## src/rtl/snake_pkg.sv

```systemverilog
// Shared encodings for the snake game: movement directions, game status,
// and the 180-degree reversal helper.
package snake_pkg;

  typedef enum logic [1:0] {
    DIR_UP    = 2'b00,
    DIR_RIGHT = 2'b01,
    DIR_DOWN  = 2'b10,
    DIR_LEFT  = 2'b11
  } dir_e;

  typedef enum logic [1:0] {
    PAUSED       = 2'b00,
    PLAYING      = 2'b01,
    DIE_FLASHING = 2'b10,
    INITIALIZING = 2'b11
  } status_e;

  // Largest supported queue; storage is sized to this so indices stay 2 bits.
  localparam int MAX_DEPTH = 4;

  function automatic logic [1:0] opposite(input logic [1:0] dir);
    return dir ^ 2'b10;
  endfunction

endpackage

```

## src/rtl/key_debounce.sv

```systemverilog
// One button: 2-flop synchroniser, counter debouncer holding a stable level,
// and a one-cycle pulse on each accepted press (rising edge of stable).
module key_debounce #(
  parameter int DEBOUNCE_CYCLES = 1_000_000
) (
  input  logic clock,
  input  logic reset,
  input  logic button,
  output logic rise,
  output logic pulse
);

  localparam int CW = $clog2(DEBOUNCE_CYCLES);

  logic          sync1;
  logic          sync2;
  logic          stable;
  logic [CW-1:0] cnt;
  logic          toggle;

  // rise is the combinational "press accepted this edge", so the queue can
  // act on the same edge that pulse is registered.
  assign toggle = (sync2 != stable) && (cnt == CW'(DEBOUNCE_CYCLES - 1));
  assign rise   = toggle && !stable;

  // NOTE: sequential state uses non-blocking assignments so every flop
  // samples the pre-edge values, keeping the synchroniser chain two deep.
  always_ff @(posedge clock) begin
    if (reset) begin
      sync1  <= 1'b0;
      sync2  <= 1'b0;
      stable <= 1'b0;
      cnt    <= '0;
      pulse  <= 1'b0;
    end else begin
      sync1 <= button;
      sync2 <= sync1;
      pulse <= rise;
      if (sync2 == stable || toggle) cnt <= '0;
      else                           cnt <= cnt + 1'b1;
      if (toggle) stable <= ~stable;
    end
  end

endmodule

```

## src/rtl/direction_buffer.sv

```systemverilog
// Debounces the four direction buttons and buffers accepted turns in a small
// queue that is drained one entry per snake step.
module direction_buffer
  import snake_pkg::*;
#(
  parameter int DEBOUNCE_CYCLES = 1_000_000,
  parameter int DEPTH           = 2
) (
  input  logic       clock,
  input  logic       reset,
  input  logic       up,
  input  logic       right,
  input  logic       down,
  input  logic       left,
  input  logic       step,
  input  logic [1:0] game_status,
  output logic [1:0] current_direction,
  output logic [1:0] next_direction,
  output logic [3:0] key_pulse,
  output logic [2:0] queue_count
);

  logic [3:0] buttons;
  logic [3:0] rise;

  // Bit index equals the direction encoding: up=0, right=1, down=2, left=3.
  assign buttons = {left, down, right, up};

  for (genvar i = 0; i < 4; i++) begin : g_key
    key_debounce #(.DEBOUNCE_CYCLES(DEBOUNCE_CYCLES)) u_key (
      .clock  (clock),
      .reset  (reset),
      .button (buttons[i]),
      .rise   (rise[i]),
      .pulse  (key_pulse[i])
    );
  end

  logic [1:0] mem   [MAX_DEPTH];
  logic [1:0] mem_n [MAX_DEPTH];
  logic [1:0] head, head_n;
  logic [2:0] count_n;
  logic [1:0] cur_n, next_n;
  logic [1:0] cand, ref_dir;
  logic       cand_valid, playing, accept;

  function automatic logic [1:0] wrap(input int idx);
    return 2'(idx % DEPTH);
  endfunction

  // NOTE: every signal driven here gets a default first, so no path leaves
  // one unassigned and no latch is inferred.
  always_comb begin
    mem_n   = mem;
    head_n  = head;
    count_n = queue_count;
    cur_n   = current_direction;

    cand_valid = |rise;
    cand       = DIR_UP;
    for (int i = 3; i >= 0; i--) begin
      if (rise[i]) cand = 2'(i);
    end

    ref_dir = (queue_count != 3'd0)
            ? mem[wrap(int'(head) + int'(queue_count) - 1)]
            : current_direction;
    playing = (status_e'(game_status) == PLAYING);
    // A full queue still accepts when a step frees the head slot this cycle.
    accept  = playing && cand_valid && (cand != ref_dir) &&
              (cand != opposite(ref_dir)) &&
              ((queue_count < 3'(DEPTH)) || step);

    if (status_e'(game_status) == INITIALIZING) begin
      head_n  = 2'd0;
      count_n = 3'd0;
      cur_n   = DIR_RIGHT;
    end else if (playing) begin
      if (step && queue_count != 3'd0) begin
        cur_n   = mem[head];
        head_n  = wrap(int'(head) + 1);
        count_n = queue_count - 3'd1;
      end
      if (accept) begin
        if (step && queue_count == 3'd0) begin
          cur_n = cand;
        end else begin
          mem_n[wrap(int'(head) + int'(queue_count))] = cand;
          count_n = count_n + 3'd1;
        end
      end
    end

    next_n = (count_n != 3'd0) ? mem_n[head_n] : cur_n;
  end

  always_ff @(posedge clock) begin
    if (reset) begin
      head              <= 2'd0;
      queue_count       <= 3'd0;
      current_direction <= DIR_RIGHT;
      next_direction    <= DIR_RIGHT;
    end else begin
      head              <= head_n;
      queue_count       <= count_n;
      current_direction <= cur_n;
      next_direction    <= next_n;
    end
  end

  // NOTE: queue storage has no reset; entries are only read below count,
  // which is reset, so stale contents are never observed.
  always_ff @(posedge clock) begin
    mem <= mem_n;
  end

endmodule

```

## config.mk

```make
export PLATFORM = sky130hd
export DESIGN_NAME = direction_buffer
export DESIGN_NICKNAME = d
export VERILOG_FILES = /design/src/rtl/snake_pkg.sv /design/src/rtl/key_debounce.sv /design/src/rtl/direction_buffer.sv
export SDC_FILE = /design/constraint.sdc
export NUM_CORES = 1
export LEC_CHECK = 0
export BUFFER_PORTS_ARGS = -buffer_cell sky130_fd_sc_hd__buf_4
export CORE_MARGIN = 2
export CORE_UTILIZATION = 49
export DETAILED_ROUTE_END_ITERATION = 10
export PLACE_DENSITY_LB_ADDON = 0.1
export SLEW_MARGIN = 40
export SYNTH_ARGS = -nofsm -noshare
export SYNTH_HDL_FRONTEND = slang
export SYNTH_SLANG_ARGS = --single-unit
```

## constraint.sdc

```tcl
create_clock -name clock -period 4.5 [get_ports clock]
set_clock_uncertainty 0.05 [all_clocks]
set_input_delay 0.45 -clock clock [delete_from_list [all_inputs] [get_ports clock]]
set_output_delay 0.45 -clock clock [all_outputs]
set_load 0.005 [all_outputs]
```

==> results of run 1 <==
[placed cells by master, fill, tap and decap left out, types with 2 or more instances in the layout]
master and n:
a211oi_1 2, a21oi_1 10, a31oi_1 3, and2_1 5, and3_1 15, and4_1 2
buf_4 21, clkbuf_8 9, clkinvlp_4 2, dfxtp_1 109, ha_1 9, inv_1 16
inv_6 2, mux2_2 6, mux2i_1 7, nand2_1 52, nand2b_1 4, nand3_1 33
nand4_1 15, nand4b_1 2, nor2_1 115, nor2b_1 15, nor3_1 10, nor3b_1 2
nor4_1 5, nor4b_1 2, nor4bb_1 4, o21a_1 2, o21ai_0 11, or2_2 2
or3_1 6, or4_1 4, or4b_1 4, xnor2_1 32, xor2_1 42
[flip-flops by register name (all words and copies together), names as in the netlist]
register and flops:
current_direction 2, g_key.u_key.cnt 80, g_key.u_key.pulse 4, g_key.u_key.stable 4, g_key.u_key.sync1 4, g_key.u_key.sync2 4, head 2, mem 4
next_direction 2, queue_count 3
[metal layers]
layer / GRT usage (%) / wire [um] / up-vias
met5: 0 / 0 / -
met4: 6.20 / 162 / 0
met3: 4.27 / 374 / 13
met2: 26.4 / 3950 / 75
met1: 25.2 / 4750 / 1772
li1: - / - / 2021
[area by class of cell]
| class | count | area, um2 |
|---|---|---|
| Timing Repair Buffer | 21 | 158 |
| Clock inverter | 6 | 46.3 |
| Tap cell | 136 | 170 |
| Sequential cell | 109 | 2180 |
| Fill cell | 959 | 4700 |
| Clock buffer | 10 | 128 |
| Multi-Input combinational cell | 446 | 2740 |
| Inverter | 16 | 60.1 |
[worst max path at each step]
stage | startpoint | to | slack [ns]
final | head[0] | next_direction[1] | 1.09
after global routing | g_key[2].u_key.cnt[14] | next_direction[1] | 0.75
after CTS | head[0] | next_direction[1] | 1.11
after detailed placement | head[0] | next_direction[1] | 1.12
after global placement | head[0] | next_direction[1] | 1.16
after floorplan | g_key[3].u_key.cnt[11] | next_direction[1] | 1.32
[power by group through the flow]
stage | registers, mW | clock network, mW | logic [mW]
2_1_floorplan | 0.993 | 0 | 0.0197
3_3_place_gp | 0.994 | 0 | 0.0326
3_5_place_dp | 0.994 | 0 | 0.0325
4_1_cts | 0.971 | 0.561 | 0.0326
5_1_grt | 0.972 | 0.590 | 0.0360
6_report | 0.971 | 0.535 | 0.0324
[through the flow]
stage / hold WS, ns / cell area (um2) / instances
6_report: 0.226 / 5480 / 744
5_1_grt: 0.218 / 5480 / 744
4_1_cts: 0.207 / 5480 / 744
3_5_place_dp: 0.371 / 5310 / 728
3_3_place_gp: 0.367 / 5310 / 728
2_1_floorplan: 0.364 / 5060 / 587
[worst max-delay path: cells and delay by family (launching register included)]
family,cells,cell delay [ns]
flops,1,0.51
simple gates,3,0.71
compound gates,3,0.75
mux,2,0.61
fa+ha+maj,2,0.68
[cells by family (layout without fill, tap and decap cells)]
group	Yosys count	count (layout)	share of synthesized area, %
XOR/XNOR	74	74	12.8
adder cells (fa/ha/maj)	10	10	2.62
multiplexers	14	14	3.02
AND/OR/NAND/NOR	302	302	29.3
buffers and inverters	32	53	2.67
flip-flops	109	109	43.2
AO/OA/AOI/OAI	46	46	6.43
==> metrics.md, run 1 <==
| Metric | Value |
|---|---|
| Result of the run | finished clean |
| Number of maximum-capacitance violations | 0 |
| Clock-pin slew reported for the worst setup and hold paths after clock tree synthesis | about 0.1 ns |
| Power share of the combinational group | 2.1% |
| Maximum number of pins on one net before global-route repair | 25 |
| Hpwl dp | 6680 um |
| Std-Cell Rows | 37 |
| Leakage power | roughly 1.9 nW |
| Number of cell instances on the worst register-to-register path | 10 |
| Placeable core region | 10200 um2 |
| Predominant post-synthesis flop cell | dfxtp_1 |
| Max Freq | 0.293 GHz |
| Count of buffers inserted at the top-level ports | 19 |
| WP data arrival | roughly 3.6 ns |
| Clock network fraction of total power | about a third |
| Highest net fanout along the worst path | 10 |
| Post-synth EDFFs | 0 |
| Number of diodes | 0 |
| Power Total | 1.54 mW |
| Vertical die dimension | approximately 110 um |
| Overall die area | 11100 um2 |
| Initial antenna violation count | 0 |
| Starting DRC count in detailed routing | 192 |
| Startpoint Class | register |
| Area grow syn2layout | 8.44% |
| Fraction of layout instances using a drive strength above 1 | 8.22% |
| Final period demand of the worst path | 3.41 ns |
| End of the worst hold path | g_key[3].u_key.sync1 |
| H-tree depth reported by CTS | 3 |
| Wire length of the first global-routing pass | roughly 16000 um |
| Final Hold Violating Endpoints | 0 |
| CTS Hold Buffers Added | 0 |
| Final Net Count | a little over 600 |
| Most repeated cell in the gate-level netlist after synthesis | nor2_1 |
| Total vias in the final route | 3881 |
| Post-route setup TNS | 0 ns |
| Worst Setup Slack post-DPL | 1.12 ns |
| Type of the worst setup path | reg -> reg |
| GP Congestion | 0.860 |
| Nets in the synthesized netlist | 606 |
| Class of the most critical hold timing path | in -> reg |
| Max_slew headroom | between 50% and 60% |
| Clock Sinks | 109 |
| Setup repair after global routing missed its margin | false |
| Ports | 20 |
| Clock buffer count from CTS | 9 |
| Remaining design rule violation count | 0 |
| Detailed-route vias per instance | 5.22 |
| Worst Setup End Kind | register |
| Max IR drop VDD | 219 uV |
| Cell type contributing the most total cell area after synthesis | dfxtp_1 |
| DRT Wirelength | 9230 um |
| Final number of setup-violating endpoints | 0 |
| Proportion of netlist area held by the largest area contributor | between 40% and 50% |
| Overall die width | 106 um |
| Cell area after technology mapping | between 5000 and 6000 um2 |
| Number of cells on the worst hold path | 2 |
| CP required | 4.73 ns |
| Number of distinct library cells after synthesis | 59 |
| Initial Util | 49.6% |
| Power density normalized to cell area | 281 nW/um2 |
| Flop and latch count out of synthesis | 109 |
| Number of pins with negative max-slew slack in the final report | 0 |
| P_sw | 354 uW |
| Worst path slowest cell | dfxtp_1 |
| Detailed-router iteration count before antenna repair | 4 |
| Worst Slack Setup Final | 1.09 ns |
| Post-Syn Area per Cell | 8.61 um2 |
| Sequential cell area fraction in the yosys report | 43.2% |
| Net switching share of the total power | 23.0% |
| Cell internal power dissipation | approximately 1.2 mW |
| Average wire length per cell after detail routing | 12.4 um |
| CTS tree | yes |
| Register-to-register setup slack | 1.09 ns |
| Yosys Warn Count | 0 |
| Total GRT Usage | roughly 18% |
| Skew-Pair Late Insertion Delay | 0.38 ns |
| Post-CTS setup repair buffer count | 0 |
| GRT Residual Overflow | 0 |
| Commonest cells in the synthesized netlist | nor2_1 (115), dfxtp_1 (109), nand2_1 (52) |
| Proportion of synthesized flip-flops having asynchronous set or reset | 0% |
| Cell at the root of the clock tree | clkbuf_8 |
| Reg2Reg Capture Point | next_direction[1] |
| Share of the core filled with cells in the final layout | 53.8% |
| Post-cts repair resize count | 0 |
| Dominant cells by area after synthesis | dfxtp_1 (43%), nor2_1 (8.5%), xor2_1 (7.3%) |
| Number of global-route vias before repair | roughly 3500 |
| Number of nets still failing antenna checks after routing | 0 |
| Cell Chain, Critical Path | ha_1 -> fa_1 -> or3_1 -> a31o_2 -> a211oi_1 -> nor2_1 -> nor2_1 -> mux2_2 -> a31o_1 -> mux2_2 |
| Portion of the clock cycle consumed by the worst path in the final layout | 75.8% |
| Biggest cell delay along the critical path | 0.51 ns |
| Clock Path Buffers | 2 |
| Critical hold path startpoint | left |
| Critical register-to-register path startpoint | head[0] |
| Flop pwr share | 63.1% |
| Synth Instances | 587 |
| Worst Tran Pin Value | 0.671 ns |
Power figures use the tool's default switching activity.
==> inputs of run 2 (changes only) <==
--- a/config.mk
+++ b/config.mk
@@ -5,6 +5,7 @@
 export SDC_FILE = /design/constraint.sdc
 export NUM_CORES = 1
 export LEC_CHECK = 0
+export ABC_AREA = 1
 export BUFFER_PORTS_ARGS = -buffer_cell sky130_fd_sc_hd__buf_4
 export CORE_MARGIN = 2
 export CORE_UTILIZATION = 49
==> constraint.sdc (replaced) <==
create_clock -name clock -period 3.4 [get_ports clock]
set_clock_uncertainty 0.05 [all_clocks]
set_input_delay 0.34 -clock clock [delete_from_list [all_inputs] [get_ports clock]]
set_output_delay 0.34 -clock clock [all_outputs]
set_load 0.005 [all_outputs]
==> run 2 against run 1 <==
Compared with the run above: first-iteration DRC count grew 94%; wire length up 38%; via count rose by 36%; sequential power grew 34%; clock power rose by 140%; largest power group unchanged; utilization grew 1.3 points; sequential share of layout area is 6.4 points lower; cell count up 39%; worst setup slack got worse by 0.53 ns; global-route usage rose by 3.4 points; synthesized cell count up 47%; die area grew 16%; largest cell class unchanged.
==> metrics.md, run 2 <==
| Metric | Value |
|---|---|
| Result of the run | finished clean |
| Total vias in the final route | 5285 (+36%) |
| Type of the worst setup path | reg -> reg |
| Predominant post-synthesis flop cell | dfxtp_1 |
| Max_slew headroom | 67.8% (+12 points) |
| Number of cell instances on the worst register-to-register path | 16 (+6) |
| Nets in the synthesized netlist | 881 (+45%) |
| Proportion of synthesized flip-flops having asynchronous set or reset | 0% (unchanged) |
| Skew-Pair Late Insertion Delay | 0.36 ns (-0.02 ns) |
| GRT Residual Overflow | 0 (unchanged) |
| Final Hold Violating Endpoints | 0 (unchanged) |
| Cell at the root of the clock tree | clkbuf_16 |
| Number of global-route vias before repair | 5052 (+45%) |
| Sequential cell area fraction in the yosys report | 37.1% (-6.1 points) |
| Startpoint Class | register |
| Overall die area | 12900 um2 (+16%) |
| Number of distinct library cells after synthesis | 43 (-27%) |
| Synth Instances | 862 (+47%) |
| Power share of the combinational group | 4.7% (+2.6 points) |
| Post-synth EDFFs | 0 (unchanged) |
| Initial Util | 49.6% (about the same) |
| Flip-flop count of the largest register, all copies and words added | 80 (unchanged) |
| Final period demand of the worst path | 2.84 ns (-0.574 ns) |
| Highest net fanout along the worst path | 8 (-2) |
| Flop and latch count out of synthesis | 109 (unchanged) |
| Class of the most critical hold timing path | in -> reg |
| Total GRT Usage | 21.2% (+3.4 points) |
| Power Total | 2.69 mW (+75%) |
| Proportion of netlist area held by the largest area contributor | 37.1% (-6.1 points) |
| WP data arrival | 3.04 ns (-0.60 ns) |
| Fraction of layout instances using a drive strength above 1 | 13.4% (+5.2 points) |
| Most repeated cell in the gate-level netlist after synthesis | nand2_1 |
| GP Congestion | 0.894 (+4.0%) |
| End of the worst hold path | g_key[0].u_key.sync1 |
| Clock network fraction of total power | 47.2% (+12 points) |
| DRT Wirelength | 12700 um (+38%) |
| Top register by number of flip-flops | g_key.u_key.cnt |
| Post-CTS setup repair buffer count | 0 (unchanged) |
| Cell area after placement | 6170 um2 (+16%) |
| Net switching share of the total power | 20.4% (-2.6 points) |
| Fillers | 1136 (+18%) |
| Std-Cell Rows | 40 (+8.1%) |
| Post-route setup TNS | 0 ns (unchanged) |
| Post-Syn Area per Cell | 6.83 um2 (-21%) |
| Setup repair after global routing missed its margin | false |
| Placed instance count | 1018 (+40%) |
| Hpwl dp | 9640 um (+44%) |
| Clock-pin slew reported for the worst setup and hold paths after clock tree synthesis | 0.07 ns (-0.03 ns) |
| Number of diodes | 0 (unchanged) |
| Area grow syn2layout | 11.1% |
| Commonest cells in the synthesized netlist | nand2_1 (184), nor2_1 (136), dfxtp_1 (109) |
| Flip-flop and latch area | 2180 um2 (unchanged) |
| Count of buffers inserted at the top-level ports | 19 (unchanged) |
| Commonest non-fill, non-tap cell in the layout | nand2_1 |
| Cell area after technology mapping | 5890 um2 (+16%) |
| Clock Sinks | 109 (unchanged) |
| Number of pins with negative max-slew slack in the final report | 0 (unchanged) |
| Worst Setup End Kind | register |
| Final non-filler cell area | 6540 um2 (+19%) |
| Vertical die dimension | 114 um (+7.6%) |
| Wire length of the first global-routing pass | 22200 um (+37%) |
| Number of maximum-capacitance violations | 0 (unchanged) |
| Power density normalized to cell area | 412 nW/um2 (+47%) |
| Register-to-register setup slack | 0.56 ns (-0.53 ns) |
| Average wire length per cell after detail routing | 12.3 um (-0.51%) |
| P_sw | 549 uW (+55%) |
| Max IR drop VDD | 423 uV (+94%) |
| Remaining design rule violation count | 0 (unchanged) |
| Starting DRC count in detailed routing | 372 (+94%) |
| Cell type contributing the most total cell area after synthesis | dfxtp_1 |
| Critical register-to-register path startpoint | queue_count[1] |
| H-tree depth reported by CTS | 3 (unchanged) |
| Final Net Count | 901 (+45%) |
| Max Freq | 0.353 GHz (+20%) |
| Post-cts repair resize count | 0 (unchanged) |
| Detailed-router iteration count before antenna repair | 5 (+1) |
| Final number of setup-violating endpoints | 0 (unchanged) |
| Clock Path Buffers | 2 (unchanged) |
| Critical hold path startpoint | up |
| Portion of the clock cycle consumed by the worst path in the final layout | 83.4% (+7.6 points) |
| Ports | 20 (unchanged) |
| Yosys Warn Count | 0 (unchanged) |
| Detailed-route vias per instance | 5.12 (-1.9%) |
| Maximum number of pins on one net before global-route repair | 21 (-16%) |
| Most frequent cells in the layout | nand2_1 (184), nor2_1 (136), dfxtp_1 (109) |
| Clock buffer count from CTS | 9 (unchanged) |
| Number of nets still failing antenna checks after routing | 0 (unchanged) |
| Final cell count without fillers | 1033 (+39%) |
| Area used by multi-input combinational logic | 3140 um2 (+15%) |
| CP required | 3.60 ns (-1.13 ns) |
| Initial antenna violation count | 0 (unchanged) |
| CTS tree | yes |
| Flop pwr share | 48.1% (-15 points) |
| CTS Hold Buffers Added | 0 (unchanged) |
| Cell internal power dissipation | 2.14 mW (+81%) |
| Reg2Reg Capture Point | next_direction[1] |
| Dominant cells by area after synthesis | dfxtp_1 (37%), nand2_1 (12%), nor2_1 (8.7%) |
| Number of cells on the worst hold path | 3 (+1) |
| Leakage power | 2.52 nW (+35%) |
| Worst Tran Pin Value | 0.479 ns (-0.192 ns) |
| Overall die width | 114 um (+7.6%) |
| Placeable core region | 11900 um2 (+16%) |
| Share of the core filled with cells in the final layout | 55.1% (+1.3 points) |
run 2: changes by cell type after synthesis, moves of 22 or more:
cell	before	now
nand2_1	52	184
inv_1	16	107
a21oi_1	10	43
xnor2_1	32	4
xor2_1	42	15
inv_2	0	22
run 2: cells by family (layout without fill, tap and decap cells):
group	Yosys count	in the layout	synth area share, %
fa+ha+maj	10	10	2.25
xor+xnor	19	19	2.83
simple gates	497	497	40.3
compound gates	82	82	7.99
flops	109	109	37.1
buf+inv	145	169	9.52
run 2: cell type report:
type                    instances  share of cell area [%]
multi-input cells             608                    48.1
flip-flops and latches        109                    33.4
inverters                     131                    7.52
clock buffers                  11                    3.71
well taps                     147                    2.81
repair buffers                 23                    2.64
clock inverters                 4                    1.84
run 2: how the worst max path moves through the flow:
| stage | start | end | cells past startpoint |
|---|---|---|---|
| floorplan | queue_count[1] | next_direction[1] | 16 |
| global placement | queue_count[1] | next_direction[1] | 16 |
| detailed placement | queue_count[1] | next_direction[0] | 16 |
| CTS | queue_count[1] | next_direction[1] | 16 |
| global route | queue_count[1] | next_direction[1] | 16 |
| finish | queue_count[1] | next_direction[1] | 16 |
run 2: power by group through the flow:
| stage | sequential, mW | combinational, mW | clock, mW |
|---|---|---|---|
| floorplan | 1.32 | 0.0862 | 0 |
| global placement | 1.32 | 0.125 | 0 |
| detailed placement | 1.32 | 0.126 | 0 |
| CTS | 1.29 | 0.127 | 1.31 |
| global route | 1.30 | 0.146 | 1.36 |
| finish | 1.30 | 0.126 | 1.27 |
run 2: worst max-delay path, cell delays in order (launching register included):
cell     delay [ns]
dfxtp_1        0.47
inv_1          0.13
ha_1           0.20
nand2_2        0.10
nand2_1        0.19
o21ai_0        0.34
ha_1           0.21
inv_1          0.05
or2_2          0.28
nand3_1        0.07
nand4_1        0.13
nand3_2        0.13
nand2_1        0.09
nor2_4         0.09
nand3_1        0.07
nand2_1        0.08
nor2_2         0.04
run 2: through the flow:
step	setup slack, ns	hold slack, ns
floorplan	0.916	0.338
global placement	0.709	0.340
detailed placement	0.617	0.345
CTS	0.596	0.125
global route	0.239	0.142
finish	0.564	0.139
run 2: routing by layer:
layer	vias up	global-route usage [%]	share of wire [%]
li1	2784	-	-
met1	2407	24.3	44
met3	18	5.84	3.9
met5	-	0	0
met4	0	6.67	1.7
met2	76	38.2	51
